$ cat src/rtl/ebc_rx_pkg.sv
// Shared types for the address-event receiver: word type tags, handshake FSM states and the
// default-configuration event word layout.
package ebc_rx_pkg;

  typedef enum logic [1:0] {
    EVT_NONE = 2'd0,
    EVT_PIX  = 2'd1,
    EVT_WRAP = 2'd2
  } evt_type_e;

  typedef enum logic [1:0] {
    IDLE,
    ACK,
    WAIT_LOW
  } rx_state_e;

  localparam int DROP_CNT_W = 16;

  // Field widths of the default 16x16 array with a 16-bit timestamp
  localparam int DEF_TS_W = 16;
  localparam int DEF_Y_W  = 4;
  localparam int DEF_X_W  = 4;

  typedef struct packed {
    evt_type_e           typ;
    logic [DEF_TS_W-1:0] ts;
    logic [DEF_Y_W-1:0]  y;
    logic [DEF_X_W-1:0]  x;
  } evt_word_t;

endpackage

$ cat src/rtl/sync_fifo_fwft.sv
// First-word-fall-through synchronous FIFO: the head entry is presented on data_o while not empty.
module sync_fifo_fwft #(
  parameter  int WIDTH = 8,
  parameter  int DEPTH = 8,
  localparam int AW    = $clog2(DEPTH),
  localparam int LW    = AW + 1
) (
  input  logic             clk_i,
  input  logic             reset_i,
  input  logic             push_i,
  input  logic [WIDTH-1:0] data_i,
  input  logic             pop_i,
  output logic [WIDTH-1:0] data_o,
  output logic             full_o,
  output logic             empty_o,
  output logic [LW-1:0]    level_o
);

  logic [WIDTH-1:0] mem_q [DEPTH];
  logic [AW-1:0]    wr_ptr_q, wr_ptr_d;
  logic [AW-1:0]    rd_ptr_q, rd_ptr_d;
  logic [LW-1:0]    cnt_q, cnt_d;
  logic             do_push, do_pop;

  assign full_o  = (cnt_q == LW'(DEPTH));
  assign empty_o = (cnt_q == '0);
  assign level_o = cnt_q;
  assign data_o  = empty_o ? '0 : mem_q[rd_ptr_q];

  // A push into a full FIFO is refused even when a pop happens in the same cycle
  assign do_push = push_i & ~full_o;
  assign do_pop  = pop_i & ~empty_o;

  always_comb begin
    wr_ptr_d = wr_ptr_q;
    rd_ptr_d = rd_ptr_q;
    cnt_d    = cnt_q;
    if (do_push) wr_ptr_d = wr_ptr_q + AW'(1);
    if (do_pop)  rd_ptr_d = rd_ptr_q + AW'(1);
    case ({do_push, do_pop})
      2'b10:   cnt_d = cnt_q + LW'(1);
      2'b01:   cnt_d = cnt_q - LW'(1);
      default: cnt_d = cnt_q;
    endcase
  end

  always_ff @(posedge clk_i) begin
    if (reset_i) begin
      wr_ptr_q <= '0;
      rd_ptr_q <= '0;
      cnt_q    <= '0;
    end else begin
      wr_ptr_q <= wr_ptr_d;
      rd_ptr_q <= rd_ptr_d;
      cnt_q    <= cnt_d;
    end
  end

  always_ff @(posedge clk_i) begin
    if (do_push) mem_q[wr_ptr_q] <= data_i;
  end

endmodule

$ cat src/rtl/aer_event_receiver.sv
// Receiver end of the arbiter address-event handshake: captures (x,y), acknowledges with a
// 4-phase handshake, timestamps, buffers and streams words; inserts a marker on timestamp wrap.
module aer_event_receiver
  import ebc_rx_pkg::*;
#(
  parameter  int ROWS         = 16,
  parameter  int COLS         = 16,
  parameter  int TS_W         = 16,
  parameter  int FIFO_DEPTH   = 8,
  parameter  bit DROP_ON_FULL = 1'b0,
  localparam int Y_W          = $clog2(ROWS),
  localparam int X_W          = $clog2(COLS),
  localparam int WORD_W       = 2 + TS_W + Y_W + X_W,
  localparam int LVL_W        = $clog2(FIFO_DEPTH) + 1
) (
  input  logic                  clk_i,
  input  logic                  reset_i,
  input  logic                  active_i,
  input  logic [X_W-1:0]        x_add_i,
  input  logic [Y_W-1:0]        y_add_i,
  output logic                  ack_o,
  output logic                  evt_valid_o,
  input  logic                  evt_ready_i,
  output logic [WORD_W-1:0]     evt_data_o,
  output logic [LVL_W-1:0]      fifo_level_o,
  output logic                  overflow_o,
  output logic [DROP_CNT_W-1:0] drop_count_o
);

  typedef struct packed {
    evt_type_e       typ;
    logic [TS_W-1:0] ts;
    logic [Y_W-1:0]  y;
    logic [X_W-1:0]  x;
  } word_t;

  function automatic logic [DROP_CNT_W-1:0] sat_inc(input logic [DROP_CNT_W-1:0] v);
    return (&v) ? v : v + DROP_CNT_W'(1);
  endfunction

  rx_state_e             state_q;
  logic                  ack_q;
  logic [TS_W-1:0]       ts_q, ts_d;
  logic                  wrap_pend_q, wrap_pend_d;
  logic                  overflow_q, overflow_d;
  logic [DROP_CNT_W-1:0] drop_cnt_q, drop_cnt_d;

  logic                  fifo_full, fifo_empty, fifo_push, fifo_pop;
  logic                  marker_push, accept, evt_push, evt_drop;
  word_t                 push_word;

  // The marker owns the push port whenever one is pending, so accepting waits for it
  always_comb begin
    marker_push = wrap_pend_q & ~fifo_full;
    accept      = (state_q == IDLE) & active_i & ~wrap_pend_q & (~fifo_full | DROP_ON_FULL);
    evt_push    = accept & ~fifo_full;
    evt_drop    = accept & fifo_full;
    fifo_push   = marker_push | evt_push;
    fifo_pop    = ~fifo_empty & evt_ready_i;

    push_word = '0;
    if (marker_push) begin
      push_word.typ = EVT_WRAP;
    end else begin
      push_word.typ = EVT_PIX;
      push_word.ts  = ts_q;
      push_word.y   = y_add_i;
      push_word.x   = x_add_i;
    end
  end

  always_comb begin
    ts_d        = ts_q + TS_W'(1);
    wrap_pend_d = (&ts_q) | (wrap_pend_q & ~marker_push);
    overflow_d  = overflow_q | evt_drop;
    drop_cnt_d  = evt_drop ? sat_inc(drop_cnt_q) : drop_cnt_q;
  end

  always_ff @(posedge clk_i) begin
    if (reset_i) begin
      ts_q        <= '0;
      wrap_pend_q <= 1'b0;
      overflow_q  <= 1'b0;
      drop_cnt_q  <= '0;
    end else begin
      ts_q        <= ts_d;
      wrap_pend_q <= wrap_pend_d;
      overflow_q  <= overflow_d;
      drop_cnt_q  <= drop_cnt_d;
    end
  end

  // Handshake FSM; ack is registered and high only during the ACK cycle
  always_ff @(posedge clk_i) begin
    if (reset_i) begin
      state_q <= IDLE;
      ack_q   <= 1'b0;
    end else begin
      ack_q <= 1'b0;
      case (state_q)
        IDLE: begin
          if (accept) begin
            state_q <= ACK;
            ack_q   <= 1'b1;
          end
        end
        ACK:      state_q <= WAIT_LOW;
        WAIT_LOW: if (!active_i) state_q <= IDLE;
        default:  state_q <= IDLE;
      endcase
    end
  end

  sync_fifo_fwft #(
    .WIDTH (WORD_W),
    .DEPTH (FIFO_DEPTH)
  ) u_fifo (
    .clk_i   (clk_i),
    .reset_i (reset_i),
    .push_i  (fifo_push),
    .data_i  (push_word),
    .pop_i   (fifo_pop),
    .data_o  (evt_data_o),
    .full_o  (fifo_full),
    .empty_o (fifo_empty),
    .level_o (fifo_level_o)
  );

  assign ack_o        = ack_q;
  assign evt_valid_o  = ~fifo_empty;
  assign overflow_o   = overflow_q;
  assign drop_count_o = drop_cnt_q;

endmodule

$ cat config.mk
export PLATFORM = sky130hd
export DESIGN_NAME = aer_event_receiver
export DESIGN_NICKNAME = d
export VERILOG_FILES = /design/src/rtl/ebc_rx_pkg.sv /design/src/rtl/sync_fifo_fwft.sv /design/src/rtl/aer_event_receiver.sv
export SDC_FILE = /design/constraint.sdc
export NUM_CORES = 1
export LEC_CHECK = 0
export CAP_MARGIN = 20
export CORE_UTILIZATION = 45
export DETAILED_ROUTE_END_ITERATION = 6
export PLACE_DENSITY = 0.61
export RECOVER_POWER = 50
export SLEW_MARGIN = 20
export SYNTH_ARGS = -nofsm -noshare
export SYNTH_HDL_FRONTEND = slang
export SYNTH_HIERARCHICAL = 1
export SYNTH_SLANG_ARGS = --single-unit
$ cat constraint.sdc
create_clock -name clk_i -period 7.7 [get_ports clk_i]
set_input_delay 1.54 -clock clk_i [delete_from_list [all_inputs] [get_ports clk_i]]
set_output_delay 1.54 -clock clk_i [all_outputs]
set_load 0.02 [all_outputs]
=== After elaboration in Yosys (flattened, before gate mapping) ===
Memories as Yosys holds them, arrays and structs flattened. A register that Yosys moved wholly into a read port is not among the register bits.
Cells that the tools add are included.

* Add/subtract/negate cells: 6
* Eq/ne operators: 7
* Multiplexer cells: 12
* Bitwise gates (word level): 19
* Reductions and logical operators: 8

{| class="wikitable"
|+ Operators by type and width
! operator !! number
|-
| adder 16 x 1 -> 16 bit, second input constant || 2
|-
| AND reduction 16 bit || 2
|-
| two-way mux 26 bit || 1
|-
| two-way mux 24 bit || 1
|-
| AND 1 bit || 10
|-
| case mux 4 bit (2 select lines) || 1
|-
| adder 3 x 1 -> 3 bit, second input constant || 2
|-
| two-way mux 2 bit || 3
|-
| two-way mux 3 bit || 2
|-
| NOT 1 bit || 6
|-
| case mux 2 bit (3 select lines) || 1
|-
| adder 4 x 1 -> 4 bit, second input constant || 1
|-
| == test 2 x 1 -> 1 bit, second input constant || 2
|-
| == test 2 bit, second input constant || 2
|-
| == test 4 bit, second input constant || 1
|-
| zero test 4 bit || 1
|-
| != test 2 bit, second input constant || 2
|-
| AND reduction 2 bit || 2
|-
| subtractor 4 x 1 -> 4 bit, second input constant || 1
|-
| two-way mux 1 bit || 3
|-
| bitwise OR 1 bit || 3
|-
| zero test 2 bit || 1
|-
| nonzero test 2 bit || 1
|-
| OR reduction 2 bit || 1
|}

* Register bits after elaboration: 47
* Memory bits (writable): 208
* Bits of input ports: 12
* Word-level logic and storage cells: 62
* Memories: 1

{| class="wikitable"
|+ Memories
! name !! words !! width !! rd ports !! clocked after memory_dff !! wr ports !! RTL line !! text
|-
| u_fifo.mem_q || 8 || 26 || 1 || 1 || 1 || sync_fifo_fwft.sv:19 || <nowiki>logic [WIDTH-1:0] mem_q [DEPTH];</nowiki>
|}

=== Logic depth before layout (Yosys ltp) ===
Gate-level depths: netlist of the first run.

* Depth in word-level cells: 9
* Depth in mapped cells: 12
* Gate-level depth less buffers: 11

=== By module ===
Netlist of the first run, hierarchy kept.

{| class="wikitable"
|+ Modules (own cells, without submodules)
! module !! instances !! cells an instance !! area an instance (µm²) !! seq. area each (µm²)
|-
| sync_fifo_fwft || 1 || 403 || 8,582.0 || 6,506.2
|-
| aer_event_receiver || 1 || 160 || 1,515.2 || 740.7
|}

=== Least setup slack after synthesis of the first run ===
OpenSTA, ideal clock, no wires.

* Kind: input to register
* Start point: input active_i
* End point: memory u_fifo/mem_q[0][0] in the netlist's numbering (enable)
* Setup time: 0.475 ns
* Data arrival time: 4.856 ns
* Data required time: 7.225 ns
* Path slack: 2.369 ns
* Cell stages on the path: 5
* Path buffers: 0
* Path through: nor3b_1 -> nor2_1 -> nor2_1 -> nand2_8 -> nor4_1

* Word-level cells in the longest chain between the ends: 8

{| class="wikitable"
|+ RTL lines
! element !! RTL line !! text
|-
| start, declared || aer_event_receiver.sv:18 || <nowiki>input logic active_i,</nowiki>
|-
| AND 1 bit (3 in series) || aer_event_receiver.sv:55 || <nowiki>accept = (state_q == IDLE) & active_i & ~wrap_pend_q & (~fifo_full | DROP_ON_FULL);</nowiki>
|-
| AND 1 bit || aer_event_receiver.sv:56 || <nowiki>evt_push = accept & ~fifo_full;</nowiki>
|-
| bitwise OR 1 bit || aer_event_receiver.sv:58 || <nowiki>fifo_push = marker_push | evt_push;</nowiki>
|-
| net fifo_push || aer_event_receiver.sv:48 || <nowiki>logic fifo_full, fifo_empty, fifo_push, fifo_pop;</nowiki>
|-
| AND 1 bit || sync_fifo_fwft.sv:31 || <nowiki>assign do_push = push_i & ~full_o;</nowiki>
|-
| two-way mux 1 bit || sync_fifo_fwft.sv:60 || <nowiki>if (do_push) mem_q[wr_ptr_q] <= data_i;</nowiki>
|-
| two-way mux 1 bit (not written as such) || sync_fifo_fwft.sv:60 ||
|-
| end, declared || sync_fifo_fwft.sv:19 ||
|}

The timed path passes the listed nets, and every way through them passes these cells.

==> flow_summary.ini, run 1 <==
[hold_path]
hold_path.class = reg2reg

[floorplanning]
boundaryPins = 61
core_mm2 = 0.0219
start_util_pct = 46.1
dieArea_mm2 = 0.0230
die_height_um = 152
rows = 54
die_w_um = 152

[run_status]
failed_checks = capacitance limit, slew limit
run_status = finished, violations left

[synth]
synth.most_common_cell = edfxtp_1
yosys.area.top_type = edfxtp_1
ys_top_cells_by_count = 208 x edfxtp_1, 52 x mux4_2, 50 x dfxtp_1, 50 x nor2_1, 29 x mux2i_1
netlist_top_cells_area = edfxtp_1 62%, mux4_2 12%, dfxtp_1 9.9%
synthCells = 563
synth_top_area_share_pct = 61.9
ys_seq_elements = 258
netlist_area_mm2 = 0.0101
synth-edff-count = 208
synth_ff_type = edfxtp_1
syn_nets = 581
async_reset_ff_share_pct = 0
ys_seq_area_share_pct = 71.8
ys_types = 49
synth.avg_cell_area_um2 = 17.9
yosys_warnings = 6

[critical_path]
cp.depth = 5
r2r_slack_ns = 3.83
critPathBufInv = 2
r2r-end = u_fifo/mem_q[5][19]
start_kind = register
end_kind = primary output
timing.rr.start = u_fifo/level_o[1]
arrival_ns = 2.95
cp_max_fo = 27
crit_type = reg2out
slowest_delay_ns = 0.74
required_ns = 6.16
crit_end = evt_data_o[12]
r2r_cells = 6
crit_family = buffers and inverters
slowest_stage = dfxtp_4
crit_chain = buf_16, mux4_2, mux2i_1, nor2_1, clkdlybuf4s50_1

[timing]
post-route-min-period_ns = 4.49
worst_pin_slew_ns = 2.22
setup_viol = 0
finalMaxSlewViolations = 54
fmax_ghz = 0.223
fin_tns_setup_ns = 0
period_share_pct = 58.3
slew_headroom_pct = -47.7
finalHoldViolations = 0
fin_worst_skew_ns = 0.0106
rsz0062_at_grt = false

[detailed_routing]
vias = 5125
drtIter0Drc = 233
drc = 0
drt-pass1-iter-count = 4
routed_wirelength_mm = 19.2
ant_nets = 0
vias_per_cell = 5.48
routedWlPerCell_um = 20.5

[placed_design]
port_buffers = 60
place.gp.congestion = 0.726
dp_hpwl_mm = 10.3
postPlaceCellArea_mm2 = 0.0110
placedCellCount = 888

[global_route]
grt_use_total_pct = 17.5
grt_pass1_vias = 5424
grt_max_degree = 54
grt_overflow_total = 0
grt_pass1_wl_mm = 29.9
antenna_found_initial = 0

[clocking]
holdBufCountCts = 0
path_clk_slew_ns = 0.06
cts_resized = 0
cts_tree = done
clockBufferDepth = 3
clk_latency_ns = 0.52
cts_made_buffers = 26
htreeDepth = 1
cts_setup_buffers = 0
clock-root-buffer = clkbuf_16
clock-sinks = 258

[final_layout]
fillers = 1767
multiInputGateArea_mm2 = 0.00271
design_area_mm2 = 0.0119
antenna_cells = 0
final_cells = 936
seqCellArea_mm2 = 0.00725
syn_to_final_growth_pct = 17.9
drive_above_1_share_pct = 19.4
nNetsFinal = 654

[power]
power.total_w = 0.00357
power.density_mw_per_mm2 = 300
vdd_drop_max_mv = 0.143
p_leak_nw = 3.80

[job]
max-cap-violations = 1
[power by group]
| group | switching, W | internal, W | total, W |
|---|---|---|---|
| clock network | 0.000489 | 0.000743 | 0.00123 |
| logic | 0.000374 | 0.000342 | 0.000716 |
| registers | 0.0000576 | 0.00157 | 0.00162 |
| total | 0.000921 | 0.00265 | 0.00357 |
[cell families (layout without fill, tap and decap cells)]
| family | after synthesis | in the layout | synth area share [%] |
|---|---|---|---|
| simple gates | 147 | 147 | 8.36 |
| fa+ha+maj | 6 | 6 | 0.743 |
| buf+inv | 34 | 127 | 1.77 |
| flops | 258 | 258 | 71.8 |
| xor+xnor | 10 | 10 | 0.942 |
| mux | 86 | 86 | 15.0 |
| compound gates | 22 | 22 | 1.38 |
[how the worst min path moves through the flow]
stage | slack (ns) | end | start | cells past startpoint
after floorplan | 0.45 | ts_q[0] | ts_q[0] | 1
after detailed placement | 0.46 | drop_count_o[3] | drop_count_o[3] | 1
after CTS | 0.47 | drop_count_o[3] | drop_count_o[3] | 1
after global routing | 0.48 | drop_count_o[4] | drop_count_o[4] | 1
after global placement | 0.45 | drop_count_o[4] | drop_count_o[4] | 1
final | 0.47 | drop_count_o[3] | drop_count_o[3] | 1
[registers in the layout (all words and copies together), names as in the netlist, 2 cells and up, named ones only]
name / flops
drop_count_o: 16
u_fifo/rd_ptr_q: 3
state_q: 2
u_fifo/mem_q: 208
u_fifo/wr_ptr_q: 3
u_fifo/level_o: 4
ts_q: 16
[metrics by stage]
step / hold slack (ns) / worst slack [ns] / utilization, %
after CTS: 0.468 / 3.11 / 54.4
after floorplan: 0.447 / 2.37 / -
after global placement: 0.454 / 3.39 / 50.3
after global routing: 0.475 / 3.02 / 54.4
after detailed placement: 0.457 / 3.23 / 50.5
final: 0.468 / 3.21 / 54.4
[area by class of cell]
type | instances | share of cell area, %
inverter | 6 | 0.189
timing repair buffer | 73 | 5.95
multi-input combinational | 271 | 22.8
tap | 280 | 2.94
clock buffer | 41 | 6.72
sequential | 258 | 60.9
clock inverter | 7 | 0.484
[layout by cell type, fill, tap and decap left out, types with 5 or more instances in the layout]
cell type / synthesis / final
edfxtp_1: 208 / 208
clkdlybuf4s50_1: 0 / 56
mux4_2: 52 / 52
dfxtp_1: 50 / 48
nor2_1: 50 / 47
mux2i_1: 29 / 29
clkbuf_16: 0 / 28
nor2b_1: 24 / 24
and2_0: 0 / 21
buf_4: 4 / 11
a21oi_1: 10 / 10
clkbuf_1: 9 / 10
inv_1: 6 / 6
nand2_1: 6 / 6
xor2_1: 6 / 6
ha_1: 6 / 6
nand2b_1: 5 / 5
nand3_1: 5 / 5
clkbuf_8: 1 / 5
[per-layer routing]
| layer | track usage (%) | wire (µm) | vias up |
|---|---|---|---|
| li1 | - | - | 2333 |
| met1 | 22.4 | 8270 | 2644 |
| met2 | 30.9 | 9710 | 118 |
| met3 | 2.51 | 882 | 30 |
| met4 | 4.60 | 329 | 0 |
| met5 | 0 | 0 | - |
(Power assumes the default switching activity.)
==> inputs of run 2 (changes only) <==
Clock period 7.7 ns to 4.18 ns, I/O delays scaled along.
==> run 2 against run 1 <==
The flow still finishes with violations (capacitance limit, slew limit). Wire length down 2.5%. Clock-buffer cell count down 2. Hold slack worse by 0.0039 ns. Core utilization about the same. First-iteration DRC count increased by 72%. Combinational power increased by 83%. Clock power up 84%. Non-clock buffer count rose by 3.
==> flow_summary.ini, run 2 (synthesis results as in run 1) <==
[clocking]
clock-sinks = 258
holdBufCountCts = 0
cts_made_buffers = 26
clock-root-buffer = clkbuf_16
path_clk_slew_ns = 0.06
clk_latency_ns = 0.53
clockBufferDepth = 3
htreeDepth = 1
cts_resized = 0
cts_setup_buffers = 0
cts_tree = done

[floorplanning]
die_height_um = 152
rows = 54
boundaryPins = 61
start_util_pct = 46.1
dieArea_mm2 = 0.0230
die_w_um = 152
core_mm2 = 0.0219

[detailed_routing]
drt-pass1-iter-count = 4
vias_per_cell = 5.37
ant_nets = 0
drtIter0Drc = 400
vias = 5044
routedWlPerCell_um = 19.9
routed_wirelength_mm = 18.7
drc = 0

[run_status]
run_status = finished, violations left
failed_checks = capacitance limit, slew limit

[critical_path]
arrival_ns = 2.83
start_kind = register
slowest_stage = dfxtp_4
cp_max_fo = 23
crit_type = reg2out
end_kind = primary output
slowest_delay_ns = 0.66
required_ns = 3.34
crit_chain = buf_4, mux4_2, mux2i_1, nor2_1, clkdlybuf4s50_1

[power]
vdd_drop_max_mv = 0.293
power.density_mw_per_mm2 = 551
p_leak_nw = 3.91

[final_layout]
largest_reg_flops = 208
regMostFlops = u_fifo/mem_q
syn_to_final_growth_pct = 17.8
antenna_cells = 0
mostFrequentLayoutCell = edfxtp_1
drive_above_1_share_pct = 19.4
final_cell_mix = 208 x edfxtp_1, 52 x mux4_2, 48 x dfxtp_1
nNetsFinal = 657

[global_route]
grt_max_degree = 54
grt_use_total_pct = 16.8
antenna_found_initial = 0
grt_pass1_vias = 5119
grt_pass1_wl_mm = 28.3
grt_overflow_total = 0

[hold_path]
hold_path.class = reg2reg

[timing]
worst_pin_slew_ns = 2.28
finalHoldViolations = 0
whs_ns = 0.464
rsz0062_at_grt = false
fin_worst_skew_ns = 0.0133
setup_viol = 0
fin_tns_setup_ns = 0
post-route-min-period_ns = 3.66
slew_headroom_pct = -51.8
period_share_pct = 87.6
fmax_ghz = 0.273
finalMaxSlewViolations = 54

[placed_design]
place.gp.congestion = 0.737
port_buffers = 60
dp_hpwl_mm = 10.3

[job]
max-cap-violations = 1
-- run 2: cell count changes in the layout (fill, tap and decap cells not counted), moves of 2 or more --
cell             delta
and2_0              -4
and2_1              +4
clkbuf_1            -3
clkbuf_2            +2
clkbuf_8            +2
clkdlybuf4s50_1    -20
clkinv_1            +2
dlygate4sd3_1      +20
nor3_1              +2
nor3_2              -2
-- run 2: area by class of cell --
class | count | area [µm²]
clock buffers | 39 | 791
clock inverters | 9 | 65.1
fillers | 1726 | 10000
inverters | 6 | 22.5
multi-input cells | 271 | 2690
flip-flops and latches | 258 | 7250
well taps | 280 | 350
repair buffers | 76 | 718
-- run 2: per-stage QoR --
| stage | instance area, µm² | instances | total power [W] | worst slack, ns | utilization, % |
|---|---|---|---|---|---|
| after detailed placement | 11100 | 891 | 0.00440 | 0.464 | 50.6 |
| after floorplan | 10100 | 563 | 0.00386 | 0.185 | - |
| after global placement | 11100 | 891 | 0.00437 | 0.527 | 50.6 |
| after global routing | 11900 | 939 | 0.00683 | 0.295 | 54.3 |
| final | 11900 | 939 | 0.00656 | 0.517 | 54.3 |
| after CTS | 11900 | 939 | 0.00666 | 0.431 | 54.5 |
-- run 2: critical path, delay by kind of cell, from the launching register on --
family        cells  cell delay [ns]
mux               2             0.70
buf+inv           2             0.88
simple gates      1             0.06
flops             1             0.66
-- run 2: power by group --
part	leakage, nW	internal (W)	switching (W)
clock	0.425	0.00136	0.000902
sequential	2.35	0.00289	0.0000978
combinational	1.13	0.000624	0.000685
total	3.91	0.00487	0.00168
-- run 2: routing by layer --
metal / wire length [µm] / share of wire [%] / global-route usage, % / up-vias
met5: 0 / 0 / 0 / -
met4: 376 / 2.0 / 5.45 / 0
met3: 716 / 3.8 / 2.54 / 32
met2: 9410 / 50 / 29.1 / 102
met1: 8210 / 44 / 21.7 / 2570
li1: - / - / - / 2340
-- run 2: worst paths after layout --
check,depth (start not counted),slack [ns],to,from
setup / recovery,5,0.52,evt_data_o[3],register
hold / removal,1,0.46,drop_count_o[5],drop_count_o[5]
setup reg to reg,11,0.97,u_fifo/level_o[2],u_fifo/level_o[1]
hold reg to reg,1,0.46,drop_count_o[5],drop_count_o[5]
